==> src/rtl/goomba_contact_arbiter.sv <==
// Per-frame Mario/Goomba contact arbiter: emits toggle events for wall turn, stomp and player hit.
// Optional feature: define STOMP_BOUNCE_EN to add the mario_bounce pulse output.
module goomba_contact_arbiter #(
    parameter int COORD_W         = 11,
    parameter int STOMP_MARGIN    = 8,
    parameter int COOLDOWN_FRAMES = 8
) (
    input  logic               clk,
    input  logic               rstn,
    input  logic               frame_tick,
    input  logic [COORD_W-1:0] mario_x,
    input  logic [COORD_W-1:0] mario_y,
    input  logic [COORD_W-1:0] mario_w,
    input  logic [COORD_W-1:0] mario_h,
    input  logic               mario_falling,
    input  logic [COORD_W-1:0] goomba_x,
    input  logic [COORD_W-1:0] goomba_y,
    input  logic [COORD_W-1:0] goomba_w,
    input  logic [COORD_W-1:0] goomba_h,
    input  logic               goomba_live,
    input  logic               goomba_oriental,
    input  logic               wall_left,
    input  logic               wall_right,
    output logic               collapsion_impulse,
    output logic               press_impulse,
    output logic               mario_hit_impulse,
    output logic               busy
`ifdef STOMP_BOUNCE_EN
    ,
    output logic               mario_bounce
`endif
);

    localparam int SUM_W = COORD_W + 1;
    localparam logic [COORD_W-1:0] MARGIN   = COORD_W'(STOMP_MARGIN);
    localparam logic [7:0]         CD_LOAD  = 8'(COOLDOWN_FRAMES);

    localparam logic [2:0] S_IDLE     = 3'd0;
    localparam logic [2:0] S_LATCH    = 3'd1;
    localparam logic [2:0] S_EVAL     = 3'd2;
    localparam logic [2:0] S_EMIT     = 3'd3;
    localparam logic [2:0] S_COOLDOWN = 3'd4;

    // Sums carry one extra bit so boxes near the right/bottom screen edge never wrap.
    function automatic logic [SUM_W-1:0] ext_sum(input logic [COORD_W-1:0] a,
                                                 input logic [COORD_W-1:0] b);
        return {1'b0, a} + {1'b0, b};
    endfunction

    function automatic logic span_overlap(input logic [COORD_W-1:0] a_pos,
                                          input logic [COORD_W-1:0] a_len,
                                          input logic [COORD_W-1:0] b_pos,
                                          input logic [COORD_W-1:0] b_len);
        return (a_len != '0) && (b_len != '0) &&
               ({1'b0, a_pos} < ext_sum(b_pos, b_len)) &&
               ({1'b0, b_pos} < ext_sum(a_pos, a_len));
    endfunction

    function automatic logic shallow_enough(input logic [COORD_W-1:0] m_y,
                                            input logic [COORD_W-1:0] m_h,
                                            input logic [COORD_W-1:0] g_y);
        return ext_sum(m_y, m_h) <= ext_sum(g_y, MARGIN);
    endfunction

    logic [2:0] state;
    logic [7:0] cd_cnt;
    logic       accept;
    logic       blocked_q;

    logic [COORD_W-1:0] mx_p0, my_p0, mw_p0, mh_p0;
    logic [COORD_W-1:0] gx_p0, gy_p0, gw_p0, gh_p0;
    logic               fall_p0, live_p0, orient_p0, wl_p0, wr_p0, body_en_p0;
    logic               vld_p0;

    logic               overlap_p1, stomp_p1, blk_p1, body_en_p1;
    logic               vld_p1;

    logic               press_p2, hit_p2, turn_p2;
    logic               vld_p2;

    // Body contacts are only evaluated for frames accepted from IDLE; cooldown frames run wall-only.
    assign accept = frame_tick && ((state == S_IDLE) || (state == S_COOLDOWN));
    assign busy   = (state != S_IDLE);

    // Stage p0: snapshot of all inputs on an accepted frame_tick
    always_ff @(posedge clk) begin
        if (accept) begin
            mx_p0      <= mario_x;
            my_p0      <= mario_y;
            mw_p0      <= mario_w;
            mh_p0      <= mario_h;
            fall_p0    <= mario_falling;
            gx_p0      <= goomba_x;
            gy_p0      <= goomba_y;
            gw_p0      <= goomba_w;
            gh_p0      <= goomba_h;
            live_p0    <= goomba_live;
            orient_p0  <= goomba_oriental;
            wl_p0      <= wall_left;
            wr_p0      <= wall_right;
            body_en_p0 <= (state == S_IDLE);
        end
    end

    // Stage p1: geometry terms from the latched copy
    always_ff @(posedge clk) begin
        overlap_p1 <= live_p0 &&
                      span_overlap(mx_p0, mw_p0, gx_p0, gw_p0) &&
                      span_overlap(my_p0, mh_p0, gy_p0, gh_p0);
        stomp_p1   <= live_p0 && fall_p0 &&
                      span_overlap(mx_p0, mw_p0, gx_p0, gw_p0) &&
                      span_overlap(my_p0, mh_p0, gy_p0, gh_p0) &&
                      shallow_enough(my_p0, mh_p0, gy_p0);
        blk_p1     <= orient_p0 ? wl_p0 : wr_p0;
        body_en_p1 <= body_en_p0;
    end

    // Stage p2: event resolution; stomp wins over hit, wall turn is edge-detected
    always_ff @(posedge clk) begin
        press_p2 <= body_en_p1 && stomp_p1;
        hit_p2   <= body_en_p1 && overlap_p1 && !stomp_p1;
        turn_p2  <= blk_p1 && !blocked_q;
    end

    always_ff @(posedge clk) begin
        if (!rstn) begin
            vld_p0    <= 1'b0;
            vld_p1    <= 1'b0;
            vld_p2    <= 1'b0;
            blocked_q <= 1'b0;
        end else begin
            vld_p0 <= accept;
            vld_p1 <= vld_p0;
            vld_p2 <= vld_p1;
            if (vld_p1)
                blocked_q <= blk_p1;
        end
    end

    // Output stage: toggles applied in the EMIT cycle of each evaluated frame
    always_ff @(posedge clk) begin
        if (!rstn) begin
            collapsion_impulse <= 1'b0;
            press_impulse      <= 1'b0;
            mario_hit_impulse  <= 1'b0;
        end else if (vld_p2) begin
            collapsion_impulse <= collapsion_impulse ^ turn_p2;
            press_impulse      <= press_impulse ^ press_p2;
            mario_hit_impulse  <= mario_hit_impulse ^ hit_p2;
        end
    end

`ifdef STOMP_BOUNCE_EN
    always_ff @(posedge clk) begin
        if (!rstn)
            mario_bounce <= 1'b0;
        else
            mario_bounce <= vld_p2 && press_p2;
    end
`endif

    always_ff @(posedge clk) begin
        if (!rstn) begin
            state  <= S_IDLE;
            cd_cnt <= 8'd0;
        end else begin
            case (state)
                S_IDLE: begin
                    if (frame_tick)
                        state <= S_LATCH;
                end
                S_LATCH: state <= S_EVAL;
                S_EVAL:  state <= S_EMIT;
                S_EMIT: begin
                    if (press_p2 || hit_p2) begin
                        state  <= S_COOLDOWN;
                        cd_cnt <= CD_LOAD;
                    end else begin
                        state <= S_IDLE;
                    end
                end
                S_COOLDOWN: begin
                    // Leave on the tick that brings the counter to zero.
                    if (cd_cnt == 8'd0) begin
                        state <= S_IDLE;
                    end else if (frame_tick) begin
                        cd_cnt <= cd_cnt - 8'd1;
                        if (cd_cnt == 8'd1)
                            state <= S_IDLE;
                    end
                end
                default: state <= S_IDLE;
            endcase
        end
    end

endmodule

==> config.mk <==
export PLATFORM = sky130hd
export DESIGN_NAME = goomba_contact_arbiter
export DESIGN_NICKNAME = d
export VERILOG_FILES = /design/src/rtl/goomba_contact_arbiter.sv
export SDC_FILE = /design/constraint.sdc
export NUM_CORES = 1
export LEC_CHECK = 0
export BUFFER_PORTS_ARGS = -buffer_cell sky130_fd_sc_hd__buf_2
export CAP_MARGIN = 0
export CORE_UTILIZATION = 60
export DETAILED_ROUTE_END_ITERATION = 7
export GPL_TIMING_DRIVEN = 0
export PLACE_DENSITY = 0.85
export SETUP_SLACK_MARGIN = 0.4
export SLEW_MARGIN = 30
export SYNTH_ARGS = -nofsm -noshare
export SYNTH_HDL_FRONTEND = slang
export SYNTH_SLANG_ARGS = --single-unit
==> constraint.sdc <==
create_clock -name clk -period 7.2 [get_ports clk]
set_input_delay 0.72 -clock clk [delete_from_list [all_inputs] [get_ports clk]]
set_output_delay 0.72 -clock clk [all_outputs]
set_load 0.005 [all_outputs]
==> qor.yml <==
layout:
  area_growth_pct: 18.49
  stdcell_count: 896
  final_core_util_pct: 73.50
  fill_cells: 796
  nets: 941
  antenna_cells: 0
  layout-drive-gt1-share_pct: 19.79
synth:
  ys_types: 59
  synth-simple-area-share_pct: 13.18
  synth_compound_area_share_pct: 12.47
  ys_dominant_reg_cell: "edfxtp_1"
  synth-xor-area-share_pct: 6.157
  synth_top_family_by_area: "adder cells"
  synth_edf_count: 94
  yosysSeqAreaShare_pct: 46.72
  synth.area.mux_share_pct: 0.5805
  yosys_warnings: 0
  ys_ff_latch: 119
  postSynthCellCount: 621
  avgSynthCellArea_sq_um: 11.45
  syn_area_sq_mm: 0.007113
  async_flop_share_pct: 0
  synthesis.nets: 822
  synth-adder-area-share_pct: 18.89
routing:
  via_count: 5304
  drc: 0
  dr.pass1.iters: 6
  drt-total-wl_um: 15370
  avgViaCountPerCell: 5.920
  drtIter0Drc: 372
  ant_nets: 0
  wl_per_cell_um: 17.15
die:
  dieArea_sq_mm: 0.01229
  fp.dieW_um: 110.9
  start_util_pct: 62.03
  dieHeight_um: 110.9
  num_rows: 39
  num_io_pins: 100
  fp.coreArea_sq_mm: 0.01147
setup_path:
  cp_cell_sequence: "ha_1, fa_1, a21o_1, a21oi_1, o211ai_1, a31o_1, a21oi_1, xor2_1, ha_1, or4_1, a221oi_2, o21ai_1, o22ai_1, o22ai_1, nor3_2"
  crit_buf_inv: 0
  slowest_stage: "or4_1"
  cp.arrival_ns: 4.23
  endpoint_kind: "flip-flop"
  critical_path.max_fanout: 3
  rrSetupSlack_ns: 3.31
  worstSetupPathType: "flip-flop to flip-flop"
  crit_family: "compound AO/OA/AOI/OAI gates"
  critPathRequiredTime_ns: 7.54
  max_stage_delay_ns: 0.49
  start_kind: "flip-flop"
timing:
  max_freq_ghz: 0.2569
  rsz0062_at_grt: "false"
  finalMaxSlewViolations: 0
  post-route-min-period_ns: 3.892
  fin_setup_tns_ns: 0
  clock_skew_ns: 0.01689
  post-route-period-util_pct: 54.06
  holdWs_ns: 0.3578
  hold_viol: 0
  relSlewSlack_pct: 62.15
  setup_viol: 0
  worst_slew_pin_slew_ns: 0.5619
power_and_ir_drop:
  p_leak_nw: 3.525
  p_total_w: 0.002335
  irDropWorstVdd_mv: 0.2507
  p_per_area_mw_per_mm2: 277.0
clocking:
  cts_tree: "yes"
  cts_buffers: 17
  clockBufferDepth: 2
  cts_sinks: 119
  cts-htree-levels: 4
  hold_buffers: 0
  postCtsSetupRepairBufs: 0
  clkTransAtPathRegs_ns: 0.06
  ctsResizeCount: 0
  insertion_delay_ns: 0.42
  cts_root_buf: "clkbuf_16"
placement:
  dp.cells: 864
  hpwlAfterDp_um: 11640
  gp_congestion: 0.9758
  port_buffers: 99
job:
  drv_cap: 0
global_route:
  grt_max_degree: 54
  grt_pass1_wl_um: 25500
  grt_usage_pct: 26.62
  antenna_found_initial: 0
  grt-ovfl-total: 0
  grt_pass1_vias: 5450
hold_path:
  hp-class: "flip-flop to flip-flop"
status:
  status: "finished, final reports clean"
[per-stage QoR]
| stage | area, sq um | worst slack [ns] |
|---|---|---|
| after floorplan | 7113 | 3.826 |
| after global placement | 7787 | 3.051 |
| after detailed placement | 7818 | 3.337 |
| after CTS | 8428 | 3.320 |
| after global routing | 8428 | 3.054 |
| final | 8428 | 3.308 |
[synth_stat cells, types with 7 or more instances]
cell | count | share of area, %
nor2_1 | 35 | 1.8
xnor2_1 | 25 | 3.1
nand2b_1 | 9 | 0.79
edfxtp_1 | 94 | 40
a21o_1 | 13 | 1.4
nand2_1 | 32 | 1.7
a211oi_1 | 8 | 0.84
nand3_1 | 16 | 1.1
dfxtp_1 | 25 | 7.0
nor4_1 | 12 | 1.1
o21ai_0 | 14 | 0.99
o211ai_1 | 9 | 0.95
xor2_1 | 25 | 3.1
nor2b_1 | 14 | 1.2
a21oi_1 | 30 | 2.1
o21ai_1 | 11 | 0.77
nor3_1 | 25 | 1.8
and2_1 | 7 | 0.62
inv_1 | 34 | 1.8
ha_1 | 101 | 18
[layout by cell type (no fill, tap or decap), types with 5 or more instances in the layout]
cell	netlist	routed
a211oi_1	8	8
a21o_1	13	13
a21oi_1	30	30
a31oi_1	6	6
and2_1	7	6
buf_2	0	99
clkbuf_16	0	17
dfxtp_1	25	25
edfxtp_1	94	94
ha_1	101	101
inv_1	34	34
nand2_1	32	32
nand2b_1	9	9
nand3_1	16	16
nand4_1	6	6
nor2_1	35	35
nor2b_1	14	14
nor3_1	25	25
nor4_1	12	12
o211ai_1	9	9
o21a_1	5	5
o21ai_0	14	14
o21ai_1	11	11
xnor2_1	25	25
xor2_1	25	25
[where the power goes]
group / switching, W / internal (W) / total, W
logic: 0.000339 / 0.000267 / 0.000606
clock network: 0.000296 / 0.000574 / 0.000870
registers: 0.0000453 / 0.000813 / 0.000858
[area by class of cell]
type / count / area [sq um] / area share [%]
clock buffer: 18 / 429.2 / 5.092
multi-input combinational: 464 / 3650 / 43.30
tap: 143 / 178.9 / 2.123
buffer: 3 / 11.26 / 0.1336
sequential: 119 / 3323 / 39.43
clock inverter: 14 / 181.4 / 2.153
timing repair buffer: 100 / 523.0 / 6.205
inverter: 35 / 131.4 / 1.559
[metal layers]
layer	track usage, %	part of all wire, %	vias up
li1	-	-	2590
met4	10.67	1.7	0
met3	7.108	6.3	27
met5	0	0	-
met1	31.98	42	2493
met2	45.38	50	194
[flip-flops by register name, summed over array words and instances (netlist names), 3 cells and up]
signal	cells
mh_p0	11
gh_p0	11
cd_cnt	8
mw_p0	11
my_p0	11
mx_p0	11
state	3
gx_p0	11
gw_p0	11
gy_p0	11
[worst paths after layout]
path	start	end	depth (start not counted)
min reg2reg	body_en_p0$_DFFE_PP_	body_en_p1$_DFF_P_	0
max reg2reg	gw_p0[0]$_DFFE_PP_	stomp_p1$_DFF_P_	15
max	gw_p0[0]$_DFFE_PP_	stomp_p1$_DFF_P_	15
min	body_en_p0$_DFFE_PP_	body_en_p1$_DFF_P_	0
[kinds of logic (layout without fill, tap and decap cells)]
group	count (synthesis)	in the layout
xor gates and xnor gates	50	50
buffers and inverters	38	170
muxes	4	4
adders and majority gates	105	105
and+or+nand+nor	178	178
AOI/OAI and AO/OA	127	127
DFF	119	119
Power figures use the tool's default switching activity.
